$ cat src/rtl/clock_div_pkg.sv
// Shared types and constants for the programmable clock divider.
package clock_div_pkg;

    typedef enum logic [1:0] {
        IDLE = 2'd0,
        RUN  = 2'd1,
        PEND = 2'd2
    } state_t;

    localparam int unsigned MIN_RATIO    = 32'd2;
    localparam int unsigned PERIOD_CNT_W = 32'd16;

endpackage

$ cat src/rtl/clock_div_prog_if.sv
// Ratio request handshake and divided-clock outputs of clock_div_prog.
interface clock_div_prog_if #(
    parameter int RATIO_W = 8
) ();

    logic [RATIO_W-1:0] ratio_in;
    logic               ratio_valid;
    logic               ratio_ready;
    logic               clk_out;
    logic               tick;
    logic               running;
    logic               ratio_err;

    modport master (
        output ratio_in,
        output ratio_valid,
        input  ratio_ready,
        input  clk_out,
        input  tick,
        input  running,
        input  ratio_err
    );

    modport slave (
        input  ratio_in,
        input  ratio_valid,
        output ratio_ready,
        output clk_out,
        output tick,
        output running,
        output ratio_err
    );

endinterface

$ cat src/rtl/clock_div_period_cnt.sv
// Period counter, wrap detect and registered clk_out/tick decode.
// Optional period counter output enabled by CLOCK_DIV_PROG_PERIOD_CNT_EN.
module clock_div_period_cnt
    import clock_div_pkg::*;
#(
    parameter int RATIO_W = 8
) (
    input  logic               clk,
    input  logic               rst,
    input  logic               run_s,
    input  logic [RATIO_W-1:0] ratio_s,
    input  logic               run_nxt_s,
    input  logic               restart_s,
    input  logic [RATIO_W-1:0] ratio_nxt_s,
    output logic               wrap_s,
    output logic               clk_out,
    output logic               tick
`ifdef CLOCK_DIV_PROG_PERIOD_CNT_EN
    ,
    output logic [PERIOD_CNT_W-1:0] period_cnt
`endif
);

    localparam logic [RATIO_W-1:0] ZERO_C = {RATIO_W{1'b0}};
    localparam logic [RATIO_W-1:0] ONE_C  = {{(RATIO_W-1){1'b0}}, 1'b1};

    logic [RATIO_W-1:0] cnt_r;
    logic [RATIO_W-1:0] cnt_nxt_s;
    logic [RATIO_W-1:0] half_s;
    logic               clk_out_r;
    logic               clk_out_nxt_s;
    logic               tick_r;
    logic               tick_nxt_s;

    // Last cycle of the current period; ratio is at least 2 whenever running
    always_comb begin
        wrap_s = 1'b0;
        if (run_s && (cnt_r == (ratio_s - ONE_C))) begin
            wrap_s = 1'b1;
        end else begin
            wrap_s = 1'b0;
        end
    end

    // Next count and the outputs it implies, so clk_out/tick can be registered
    always_comb begin
        cnt_nxt_s     = ZERO_C;
        clk_out_nxt_s = 1'b0;
        tick_nxt_s    = 1'b0;
        half_s        = {1'b0, ratio_nxt_s[RATIO_W-1:1]};
        if (!run_nxt_s || restart_s || wrap_s) begin
            cnt_nxt_s = ZERO_C;
        end else begin
            cnt_nxt_s = cnt_r + ONE_C;
        end
        if (run_nxt_s) begin
            clk_out_nxt_s = (cnt_nxt_s < half_s);
            tick_nxt_s    = (cnt_nxt_s == ZERO_C);
        end else begin
            clk_out_nxt_s = 1'b0;
            tick_nxt_s    = 1'b0;
        end
    end

    // Counter and output registers
    always_ff @(posedge clk or negedge rst) begin
        if (!rst) begin
            cnt_r     <= ZERO_C;
            clk_out_r <= 1'b0;
            tick_r    <= 1'b0;
        end else begin
            cnt_r     <= cnt_nxt_s;
            clk_out_r <= clk_out_nxt_s;
            tick_r    <= tick_nxt_s;
        end
    end

    assign clk_out = clk_out_r;
    assign tick    = tick_r;

`ifdef CLOCK_DIV_PROG_PERIOD_CNT_EN
    logic [PERIOD_CNT_W-1:0] period_cnt_r;

    // Count delivered periods, wrapping naturally at the counter width
    always_ff @(posedge clk or negedge rst) begin
        if (!rst) begin
            period_cnt_r <= {PERIOD_CNT_W{1'b0}};
        end else if (tick_r) begin
            period_cnt_r <= period_cnt_r + {{(PERIOD_CNT_W-1){1'b0}}, 1'b1};
        end else begin
            period_cnt_r <= period_cnt_r;
        end
    end

    assign period_cnt = period_cnt_r;
`endif

endmodule

$ cat src/rtl/clock_div_prog.sv
// Programmable clock divider: ratio handshake and IDLE/RUN/PEND control.
// Define CLOCK_DIV_PROG_PERIOD_CNT_EN to add the period_cnt output.
module clock_div_prog
    import clock_div_pkg::*;
#(
    parameter int RATIO_W = 8
) (
    input  logic                    clk,
    input  logic                    rst,
    clock_div_prog_if.slave         bus
`ifdef CLOCK_DIV_PROG_PERIOD_CNT_EN
    ,
    output logic [PERIOD_CNT_W-1:0] period_cnt
`endif
);

    localparam logic [RATIO_W-1:0] ZERO_C = {RATIO_W{1'b0}};
    localparam logic [RATIO_W-1:0] ONE_C  = {{(RATIO_W-1){1'b0}}, 1'b1};
    localparam logic [RATIO_W-1:0] MIN_C  = RATIO_W'(MIN_RATIO);

    state_t             state_r;
    state_t             state_nxt_s;
    logic [RATIO_W-1:0] act_ratio_r;
    logic [RATIO_W-1:0] act_ratio_nxt_s;
    logic [RATIO_W-1:0] hold_ratio_r;
    logic [RATIO_W-1:0] hold_ratio_nxt_s;
    logic [RATIO_W-1:0] req_ratio_s;
    logic               accept_s;
    logic               err_nxt_s;
    logic               restart_s;
    logic               wrap_s;
    logic               run_s;
    logic               run_nxt_s;
    logic               ready_r;
    logic               running_r;
    logic               err_r;

    // Handshake and N=1 clamp
    always_comb begin
        accept_s    = 1'b0;
        err_nxt_s   = 1'b0;
        req_ratio_s = bus.ratio_in;
        if (bus.ratio_valid && ready_r) begin
            accept_s = 1'b1;
        end else begin
            accept_s = 1'b0;
        end
        if (bus.ratio_in == ONE_C) begin
            req_ratio_s = MIN_C;
            err_nxt_s   = accept_s;
        end else begin
            req_ratio_s = bus.ratio_in;
            err_nxt_s   = 1'b0;
        end
    end

    // Next state; a new ratio only takes effect on a period boundary
    always_comb begin
        state_nxt_s      = state_r;
        act_ratio_nxt_s  = act_ratio_r;
        hold_ratio_nxt_s = hold_ratio_r;
        restart_s        = 1'b0;
        case (state_r)
            IDLE: begin
                if (accept_s && (req_ratio_s != ZERO_C)) begin
                    state_nxt_s     = RUN;
                    act_ratio_nxt_s = req_ratio_s;
                    restart_s       = 1'b1;
                end else begin
                    state_nxt_s = IDLE;
                end
            end
            RUN: begin
                if (accept_s) begin
                    state_nxt_s      = PEND;
                    hold_ratio_nxt_s = req_ratio_s;
                end else begin
                    state_nxt_s = RUN;
                end
            end
            PEND: begin
                if (wrap_s) begin
                    hold_ratio_nxt_s = ZERO_C;
                    act_ratio_nxt_s  = hold_ratio_r;
                    if (hold_ratio_r == ZERO_C) begin
                        state_nxt_s = IDLE;
                    end else begin
                        state_nxt_s = RUN;
                    end
                end else begin
                    state_nxt_s = PEND;
                end
            end
            default: begin
                state_nxt_s      = IDLE;
                act_ratio_nxt_s  = ZERO_C;
                hold_ratio_nxt_s = ZERO_C;
            end
        endcase
    end

    assign run_s     = (state_r != IDLE);
    assign run_nxt_s = (state_nxt_s != IDLE);

    // FSM state, ratio registers and registered status outputs
    always_ff @(posedge clk or negedge rst) begin
        if (!rst) begin
            state_r      <= IDLE;
            act_ratio_r  <= ZERO_C;
            hold_ratio_r <= ZERO_C;
            ready_r      <= 1'b1;
            running_r    <= 1'b0;
            err_r        <= 1'b0;
        end else begin
            state_r      <= state_nxt_s;
            act_ratio_r  <= act_ratio_nxt_s;
            hold_ratio_r <= hold_ratio_nxt_s;
            ready_r      <= (state_nxt_s != PEND);
            running_r    <= run_nxt_s;
            err_r        <= err_nxt_s;
        end
    end

    clock_div_period_cnt #(
        .RATIO_W (RATIO_W)
    ) u_period_cnt (
        .clk         (clk),
        .rst         (rst),
        .run_s       (run_s),
        .ratio_s     (act_ratio_r),
        .run_nxt_s   (run_nxt_s),
        .restart_s   (restart_s),
        .ratio_nxt_s (act_ratio_nxt_s),
        .wrap_s      (wrap_s),
        .clk_out     (bus.clk_out),
        .tick        (bus.tick)
`ifdef CLOCK_DIV_PROG_PERIOD_CNT_EN
        ,
        .period_cnt  (period_cnt)
`endif
    );

    assign bus.ratio_ready = ready_r;
    assign bus.running     = running_r;
    assign bus.ratio_err   = err_r;

endmodule

$ cat src/flat_wrapper.sv
// flat-port wrapper written by rule: the top's interface ports become plain ports
module clock_div_prog_flat import clock_div_pkg::*;
#(
    parameter int RATIO_W = 8
)
  (clk, rst, bus_ratio_in, bus_ratio_valid, bus_ratio_ready, bus_clk_out, bus_tick, bus_running, bus_ratio_err);
  clock_div_prog_if #(.RATIO_W(RATIO_W)) bus_i ();
  input  logic clk;
  input  logic rst;
  input wire logic [$bits(bus_i.ratio_in)-1:0] bus_ratio_in;
  input wire logic [$bits(bus_i.ratio_valid)-1:0] bus_ratio_valid;
  output wire logic [$bits(bus_i.ratio_ready)-1:0] bus_ratio_ready;
  output wire logic [$bits(bus_i.clk_out)-1:0] bus_clk_out;
  output wire logic [$bits(bus_i.tick)-1:0] bus_tick;
  output wire logic [$bits(bus_i.running)-1:0] bus_running;
  output wire logic [$bits(bus_i.ratio_err)-1:0] bus_ratio_err;
  assign bus_i.ratio_in = bus_ratio_in;
  assign bus_i.ratio_valid = bus_ratio_valid;
  assign bus_ratio_ready = bus_i.ratio_ready;
  assign bus_clk_out = bus_i.clk_out;
  assign bus_tick = bus_i.tick;
  assign bus_running = bus_i.running;
  assign bus_ratio_err = bus_i.ratio_err;
  clock_div_prog #(.RATIO_W(RATIO_W)) u_core (.clk(clk), .rst(rst), .bus(bus_i));
endmodule
$ cat config.mk
export PLATFORM = sky130hd
export DESIGN_NAME = clock_div_prog_flat
export DESIGN_NICKNAME = d
export VERILOG_FILES = /design/src/rtl/clock_div_pkg.sv /design/src/rtl/clock_div_prog_if.sv /design/src/rtl/clock_div_period_cnt.sv /design/src/rtl/clock_div_prog.sv /design/src/flat_wrapper.sv
export SDC_FILE = /design/constraint.sdc
export NUM_CORES = 1
export LEC_CHECK = 0
export ABC_AREA = 1
export CAP_MARGIN = 20
export CORE_AREA = 2 2 83 85
export DETAILED_ROUTE_END_ITERATION = 7
export DIE_AREA = 0 0 85 87
export GPL_TIMING_DRIVEN = 1
export PLACE_DENSITY = 0.54
export SETUP_SLACK_MARGIN = 0.2
export SYNTH_ARGS = -nofsm -noshare
export SYNTH_HDL_FRONTEND = slang
export SYNTH_SLANG_ARGS = --single-unit
$ cat constraint.sdc
create_clock -name clk -period 3.4 [get_ports clk]
set_clock_uncertainty 0.05 [all_clocks]
set_input_delay 1.02 -clock clk [delete_from_list [all_inputs] [get_ports clk]]
set_output_delay 1.02 -clock clk [all_outputs]
set_load 0.02 [all_outputs]
==> flow_metrics.tcl <==
set metrics [dict create \
    avgSynthCellArea_um2 7.56 \
    syn_nets 275 \
    setup_viol 0 \
    fin_cells 383 \
    synth_area_leader_cell "dfrtp_1" \
    slew_violations 0 \
    syn_area_mm2 0.00194 \
    rsz0062_at_grt "no" \
    viasPerCell 4.47 \
    place_inst 370 \
    grt_use_total_pct 13.7 \
    hold_viol_final 0 \
    hp-start "u_core.hold_ratio_r[0]" \
    dieArea_mm2 0.00740 \
    io_buffers 15 \
    nNetsFinal 321 \
    vias 1713 \
    critPathLaunch "bus_ratio_valid" \
    clk_pin_slew_ns 0.07 \
    power_density_mw_per_mm2 830 \
    cts.sinks 31 \
    clock_latency_ns 0.29 \
    leakage_nw 1.37 \
    areaGrowthSynthToFinish_pct 29.7 \
    hold_ws_ns 0.473 \
    power.share.switching_pct 43.5 \
    fp.dieH_um 87 \
    ant_nets 0 \
    synth_cells 256 \
    whs_path_depth 2 \
    p_switching_mw 0.906 \
    total_power_mw 2.09 \
    htreeDepth 2 \
    synth.distinct_cells 31 \
    initial_utilization_pct 29.5 \
    drtPass1Iterations 4 \
    nFillCells 690 \
    io_pins 16 \
    wl_um 4570 \
    cts_buffers 5 \
    finalCriticalPeriod_ns 3.00 \
    ff2ff_path_depth 19 \
    drive_above_1_share_pct 21.1 \
    tritoncts "done" \
    r2r_start "u_core.act_ratio_r[0]" \
    criticalPathCategory "input pin to flop" \
    synth_top_cell_area_share_pct 38.8 \
    seqPwrFrac_pct 28.7 \
    cts_root_buffer "clkbuf_8" \
    ir_drop_v 0.000290 \
    n_antenna_cell 0 \
    seqCellArea_um2 777 \
    comb_power_share_pct 55.8 \
    grt_pass1_vias 1718 \
    yosysMostFrequentCell "inv_1" \
    die_w_um 85 \
    required_ns 3.57 \
    synth_ff_type "dfrtp_1" \
    grt_max_degree 32 \
    status "completed" \
    p_int_mw 1.18 \
    holdBufCountCts 0 \
    antenna_found_initial 0 \
    path_max_fanout 6 \
    synth-edff-count 0 \
    end_kind "flop" \
    async_flop_share_pct 100 \
    max-cap-violations 0 \
    yosys_register_bits 31 \
    hpwl_um 3610 \
    max_slew_margin_pct 59.5 \
    clock_power_share_pct 15.5 \
    cp-start-kind "input pin" \
    synthTopCellsByCount "54 x inv_1, 51 x nand2_1, 31 x nor2_1" \
    synth_seq_area_share_pct 40.1 \
    worst-slew-pin-transition_ns 0.607 \
    timing.fmax_ghz 0.334 \
    finalWeightedCongestion 0.804 \
    wire_per_inst_um 11.9 \
    min_path_type "flop to flop" \
    fp-row-count 30 \
    grt_pass1_wl_um 7740 \
    multi_input_area_um2 971 \
    core_area_mm2 0.00657 \
    ys_top_cells_by_area "dfrtp_1 39%, inv_1 10%, nand2_1 9.9%" \
    drc 0 \
    layout_worst_path_cycle_share_pct 88.1 \
    cts.path.max_buffers 2 \
    cp.arrival_ns 3.17 \
    yosysWarnings 0 \
    drtIter0Drc 66 \
    grt_overflow 0 \
]
[timing repair]
item	in CTS	in global routing
buffers inserted	0	5
pin swaps	0	9
endpoints found under the setup margin	1	1
gates resized for setup	3	17
endpoints found under the hold margin	0	0
[stage by stage]
stage / util [%] / TNS, ns / area (um^2) / setup WS (ns)
after floorplan: - / 0 / 1940 / 0.444
after global placement: 35.4 / -0.0862 / 2330 / -0.0862
after detailed placement: 35.4 / -0.167 / 2330 / -0.167
after CTS: 37.1 / 0 / 2440 / 0.243
after global routing: 38.2 / 0 / 2510 / 0.284
final: 38.2 / 0 / 2510 / 0.403
[kinds of logic after synthesis]
group	share of synthesized area (%)
AO/OA/AOI/OAI	11.0
XOR/XNOR	2.71
buffers and inverters	11.2
AND/OR/NAND/NOR	29.7
adder cells (fa/ha/maj)	5.17
flip-flops	40.1
[critical path: stages]
cell             delay (ns)
clkdlybuf4s50_1        0.46
nand2_1                0.10
inv_1                  0.16
nand3_4                0.10
o21ai_2                0.07
inv_1                  0.06
nand2_2                0.07
inv_2                  0.05
nand2_4                0.06
nand2_4                0.08
buf_4                  0.14
nor2_1                 0.19
ha_1                   0.27
nand2_1                0.06
inv_1                  0.03
nand2_1                0.05
nand2_1                0.07
a21oi_2                0.12
[flip-flops by register name, indices dropped and copies added, names as in the netlist]
signal / cells
u_core.act_ratio_r: 8
u_core.hold_ratio_r: 8
u_core.u_period_cnt.cnt_r: 8
u_core.state_r: 2
u_core.bus.ratio_err: 1
u_core.bus.ratio_ready: 1
u_core.bus.running: 1
u_core.u_period_cnt.clk_out: 1
u_core.u_period_cnt.tick: 1
[metal layers]
metal / wire length, um / track usage, % / up-vias
li1: - / - / 898
met1: 2090 / 16.4 / 799
met2: 2300 / 23.6 / 10
met3: 78 / 2.56 / 6
met4: 104 / 6.93 / 0
met5: 0 / 0 / -
[power by group through the flow]
stage | Combinational, mW | Clock [mW] | Sequential, mW
after floorplan | 0.735 | 0 | 0.605
after global placement | 1.10 | 0 | 0.604
after detailed placement | 1.11 | 0 | 0.602
after CTS | 1.12 | 0.331 | 0.596
after global routing | 1.32 | 0.346 | 0.613
final | 1.16 | 0.323 | 0.598
[cells in the final DEF (no fill, tap or decap), drive strengths merged]
cell and instances:
dfrtp 30, buf 24, clkdlybuf4s50 9, o21ai 2, or2 1, nand2 58, and3 1, o22ai 8
dlymetal6s2s 6, o221ai 1, a21oi 14, o21a 4, nand3b 1, xnor2 4, a21o 1, nor3 3
a221oi 2, xor2 2, nand4 3, nand3 17, ha 8, nor2 37, clkbuf 8, inv 58
dfstp 1
[path summary, 6_finish.rpt]
kind                                               end  slack (ns)
setup / recovery           u_core.u_period_cnt.clk_out        0.40
hold / removal                   u_core.act_ratio_r[0]        0.47
setup reg to reg           u_core.u_period_cnt.clk_out        0.55
hold reg to reg                  u_core.act_ratio_r[0]        0.47
max in group asynchronous       u_core.bus.ratio_ready        1.91
min in group asynchronous       u_core.hold_ratio_r[1]        1.06
[cell type report]
class                           instances  area share (%)
Clock buffer                            8            3.99
Tap cell                               80            3.99
Inverter                               58            8.67
Timing Repair Buffer                   39            13.8
Sequential cell                        31            30.9
Multi-Input combinational cell        167            38.7
No activity file was read; power rests on OpenSTA's default activity.
